**src/rtl/proc_pkg.sv**
```systemverilog
// Shared processor constants and types for the fetch stage.
package proc_pkg;

  localparam int unsigned AWL = 5;
  localparam int unsigned DW  = 32;

  localparam logic [AWL-1:0] RESET_PC = '0;
  localparam logic [DW-1:0]  NOP_INST = '0;

  typedef logic [AWL-1:0] pc_t;
  typedef logic [DW-1:0]  inst_t;

endpackage

```
**src/rtl/if_id_reg.sv**
```systemverilog
// IF/ID pipeline register: holds under backpressure, flushes to NOP on
// redirect, and empties to NOP when drained without a new fetch.
module if_id_reg
  import proc_pkg::*;
#(
  parameter int unsigned    DW       = proc_pkg::DW,
  parameter int unsigned    AWL      = proc_pkg::AWL,
  parameter logic [DW-1:0]  NOP_INST = proc_pkg::NOP_INST
) (
  input  logic           clk,
  input  logic           rst_n,
  input  logic           flush,
  input  logic           load,
  input  logic           drain,
  input  logic [DW-1:0]  d_inst,
  input  logic [AWL-1:0] d_pc,
  output logic           q_valid,
  output logic [DW-1:0]  q_inst,
  output logic [AWL-1:0] q_pc,
  output logic [AWL-1:0] q_pc_plus1
);

  // flush > load > drain; pc fields are only rewritten by a load or reset
  always_ff @(posedge clk) begin
    if (!rst_n) begin
      q_valid    <= 1'b0;
      q_inst     <= NOP_INST;
      q_pc       <= '0;
      q_pc_plus1 <= '0;
    end else if (flush) begin
      q_valid <= 1'b0;
      q_inst  <= NOP_INST;
    end else if (load) begin
      q_valid    <= 1'b1;
      q_inst     <= d_inst;
      q_pc       <= d_pc;
      q_pc_plus1 <= d_pc + AWL'(1);
    end else if (drain) begin
      q_valid <= 1'b0;
      q_inst  <= NOP_INST;
    end
  end

endmodule

```
**src/rtl/fetch_unit.sv**
```systemverilog
// Instruction-fetch stage: PC register, next-PC selection and IF/ID register.
// Optional fetched-instruction counter enabled by macro FETCH_CNT_EN.
module fetch_unit
  import proc_pkg::*;
#(
  parameter int unsigned    DW       = proc_pkg::DW,
  parameter int unsigned    AWL      = proc_pkg::AWL,
  parameter logic [AWL-1:0] RESET_PC = proc_pkg::RESET_PC,
  parameter logic [DW-1:0]  NOP_INST = proc_pkg::NOP_INST
) (
  input  logic           clk,
  input  logic           rst_n,
  input  logic           en,
  output logic [AWL-1:0] IMA,
  input  logic [DW-1:0]  IMRD,
  input  logic           redirect_valid,
  input  logic [AWL-1:0] redirect_pc,
  output logic           out_valid,
  input  logic           out_ready,
  output logic [DW-1:0]  inst_out,
  output logic [AWL-1:0] pc_out,
  output logic [AWL-1:0] pc_plus1_out,
  output logic [31:0]    fetch_count
);

  logic [AWL-1:0] pc_q;
  logic           accept;
  logic           drain;

  assign accept = en & (~out_valid | out_ready);
  assign drain  = out_valid & out_ready & ~en;
  assign IMA    = pc_q;

  always_ff @(posedge clk) begin
    if (!rst_n) begin
      pc_q <= RESET_PC;
    end else if (redirect_valid) begin
      pc_q <= redirect_pc;
    end else if (accept) begin
      pc_q <= pc_q + AWL'(1);
    end
  end

  if_id_reg #(
    .DW       (DW),
    .AWL      (AWL),
    .NOP_INST (NOP_INST)
  ) u_if_id (
    .clk        (clk),
    .rst_n      (rst_n),
    .flush      (redirect_valid),
    .load       (accept),
    .drain      (drain),
    .d_inst     (IMRD),
    .d_pc       (pc_q),
    .q_valid    (out_valid),
    .q_inst     (inst_out),
    .q_pc       (pc_out),
    .q_pc_plus1 (pc_plus1_out)
  );

`ifdef FETCH_CNT_EN
  logic [31:0] cnt_q;

  // a fetch overridden by a redirect is discarded and not counted
  always_ff @(posedge clk) begin
    if (!rst_n) begin
      cnt_q <= '0;
    end else if (accept && !redirect_valid) begin
      cnt_q <= cnt_q + 32'd1;
    end
  end

  assign fetch_count = cnt_q;
`else
  assign fetch_count = '0;
`endif

endmodule

```
**config.mk**
```make
export PLATFORM = sky130hd
export DESIGN_NAME = fetch_unit
export DESIGN_NICKNAME = d
export VERILOG_FILES = /design/src/rtl/proc_pkg.sv /design/src/rtl/if_id_reg.sv /design/src/rtl/fetch_unit.sv
export SDC_FILE = /design/constraint.sdc
export NUM_CORES = 1
export LEC_CHECK = 0
export CAP_MARGIN = 20
export CORE_MARGIN = 4
export CORE_UTILIZATION = 65
export CTS_CLUSTER_DIAMETER = 50
export DETAILED_ROUTE_END_ITERATION = 16
export DONT_BUFFER_PORTS = 1
export MAX_ROUTING_LAYER = met4
export PLACE_DENSITY = 0.81
export SETUP_SLACK_MARGIN = 0.4
export SLEW_MARGIN = 20
export SYNTH_ARGS = -nofsm -noshare
export SYNTH_HDL_FRONTEND = slang
export SYNTH_SLANG_ARGS = --single-unit
```
**constraint.sdc**
```tcl
create_clock -name clk -period 3.95 [get_ports clk]
set_input_delay 0.79 -clock clk [delete_from_list [all_inputs] [get_ports clk]]
set_output_delay 0.79 -clock clk [all_outputs]
set_load 0.05 [all_outputs]
```
==> impl_metrics.ini <==
[status]
status = finished clean

[yosys]
yosysMostFrequentCell = dfxtp_1
synth-edff-count = 0
async_flop_share_pct = 0
yosysWarnings = 0
synth-seq-area-share_pct = 45.6
synth.top_cell.area_share_pct = 45.6
syn_inst = 229
synth_area_leader_cell = dfxtp_1
synth_ff_type = dfxtp_1
synth_seq_cells = 48
synth_area_per_cell_um2 = 9.20
yosysUniqueCellTypes = 30
synth_area_um2 = 2110
synthTopCellsByCount = dfxtp_1, a32oi_1, buf_4, nor2_1, buf_2
yosys-top-cells-area = dfxtp_1, a32oi_1, buf_4, nor2_1, o31ai_1

[critical_path]
criticalPathCategory = reg2reg
critical_path_required_ns = 4.18
cp_max_fo = 33
start_kind = register
cp-end-kind = register
reg2reg_depth = 4
arrival_ns = 2.22

[grt]
first_global_vias = 1597
grt_antenna_before_repair = 0
grt-ovfl-total = 0
grt_max_degree = 47
grt_pass1_wl_um = 7440
grtUsageTotal_pct = 23.4

[pwr]
max-vdd-ir-drop_mv = 0.334
powerDensity_nw_per_um2 = 511
p_leak_nw = 0.742
finalPower_mw = 1.05

[route]
viasPerCell = 6.20
ant_nets = 0
wl_per_cell_um = 18.1
drt_iter0_markers = 203
post-route-drc-count = 0
finalWirelength_um = 4740
dr_total_vias = 1617
first_pass_iters = 4

[timing]
drv_slew = 0
finalSetupTns_ns = 0
hold_viol = 0
fin_crit_sh_pct = 50.4
setup_viol = 0
max_freq_ghz = 0.502
period_minus_slack_ns = 1.99
rsz0062_at_grt = false
relSlewSlack_pct = 30.3
final.setup_skew_ns = 0.0110
worst_pin_slew_ns = 1.04

[layout]
drive_gt1_share_pct = 6.45
fin_nets = 259
diodes = 0
syn2layout_area_growth_pct = -2.67
fill_cells = 247
fin_cells = 261

[floorplanning]
die_h_um = 64.9
start_util_pct = 68.4
fp.coreArea_um2 = 3080
io_pins = 122
die-area_um2 = 4210
num_rows = 20
die_x_um = 64.9

[clocking]
htreeDepth = 2
postCtsHoldBufs = 0
clock-sinks = 48
clkTransAtPathRegs_ns = 0.14
clockBufferDepth = 2
clk_latency_ns = 0.37
cts-buffers-inserted = 5
cts.repair.resized = 0
post_cts_buffers = 0
cts_root_buffer = clkbuf_4
cts_tree = yes

[placed_design]
dp_cells = 253
dp_hpwl_um = 3250
port_buffers = 0
place.gp.congestion = 0.822

[hold_path]
min_path_cells = 2
hold_path.class = in2reg

[flow_run]
max-cap-violations = 0
[cell usage in the layout (no fill, tap or decap)]
master / count
a211oi_1: 3
a21oi_1: 8
a31o_1: 1
a31oi_1: 8
a32oi_1: 32
buf_4: 2
bufinv_16: 1
clkbuf_4: 5
clkbuf_8: 2
conb_1: 32
dfxtp_1: 48
ha_1: 1
inv_1: 2
inv_2: 2
mux2i_2: 1
nand2_1: 1
nand2b_1: 1
nand3_1: 3
nand4_1: 7
nor2_1: 32
nor2b_2: 1
nor3_1: 1
o21ai_0: 6
o21ai_1: 1
o31ai_1: 9
or3_1: 1
or4_1: 3
xnor2_1: 1
xor2_1: 2
[logic make-up after synthesis]
family / after synthesis / synth area share [%]
buf+inv: 57 / 16.9
xor+xnor: 3 / 1.25
mux: 1 / 0.475
other cells: 1 / 0.178
flops: 48 / 45.6
simple gates: 50 / 11.0
fa+ha+maj: 1 / 0.594
compound gates: 68 / 23.9
[flip-flops by register name, summed over array words and instances (netlist names)]
signal and count:
IMA 5, u_if_id.q_inst 32, u_if_id.q_pc 5, u_if_id.q_pc_plus1 5, u_if_id.q_valid 1
[path summary, 6_finish.rpt]
path	startpoint	to	slack, ns
worst max-delay path	u_if_id.q_valid$_SDFFE_PP0P_	u_if_id.q_inst[5]$_SDFFE_PP0P_	1.96
worst min register to register	u_if_id.q_pc[0]$_SDFFE_PN0P_	u_if_id.q_pc[0]$_SDFFE_PN0P_	0.75
worst max register to register	u_if_id.q_valid$_SDFFE_PP0P_	u_if_id.q_inst[5]$_SDFFE_PP0P_	1.96
worst min-delay path	rst_n	IMA[3]$_SDFFE_PN0P_	0.54
[power breakdown]
group / leakage (nW) / internal (mW) / switching, mW
Clock: 0.0515 / 0.168 / 0.153
Combinational: 0.298 / 0.0281 / 0.108
Sequential: 0.392 / 0.504 / 0.0864
Total: 0.742 / 0.700 / 0.347
[critical path, stage by stage (launching register included)]
cell and delay (ns):
dfxtp_1 0.74, nand2b_1 0.42, buf_4 0.37, a32oi_1 0.26, nor2_1 0.07
[per-stage QoR]
stage	hold WS, ns	utilization (%)	instance area (um2)	worst slack, ns
after global placement	0.721	63.5	1950	1.96
after global routing	0.542	66.6	2050	1.85
after floorplan	0.701	-	2220	2.18
final	0.541	66.6	2050	1.96
after CTS	0.540	66.6	2050	1.97
after detailed placement	0.733	63.5	1950	1.88
[area by class of cell]
| class | count | area (um2) | share of cell area (%) |
|---|---|---|---|
| flip-flops and latches | 48 | 961 | 46.9 |
| multi-input cells | 155 | 908 | 44.3 |
| clock buffers | 7 | 65.1 | 3.17 |
| well taps | 44 | 55.1 | 2.69 |
| clock inverters | 1 | 30.0 | 1.47 |
| repair buffers | 2 | 15.0 | 0.733 |
| inverters | 4 | 15.0 | 0.733 |
[layer usage]
metal / up-vias / GRT usage (%) / part of all wire (%)
li1: 758 / - / -
met1: 755 / 25.6 / 39
met2: 93 / 39.1 / 50
met3: 11 / 6.07 / 8.8
met4: 0 / 11.9 / 2.0
met5: - / - / 0
No activity file was read; power rests on OpenSTA's default activity.
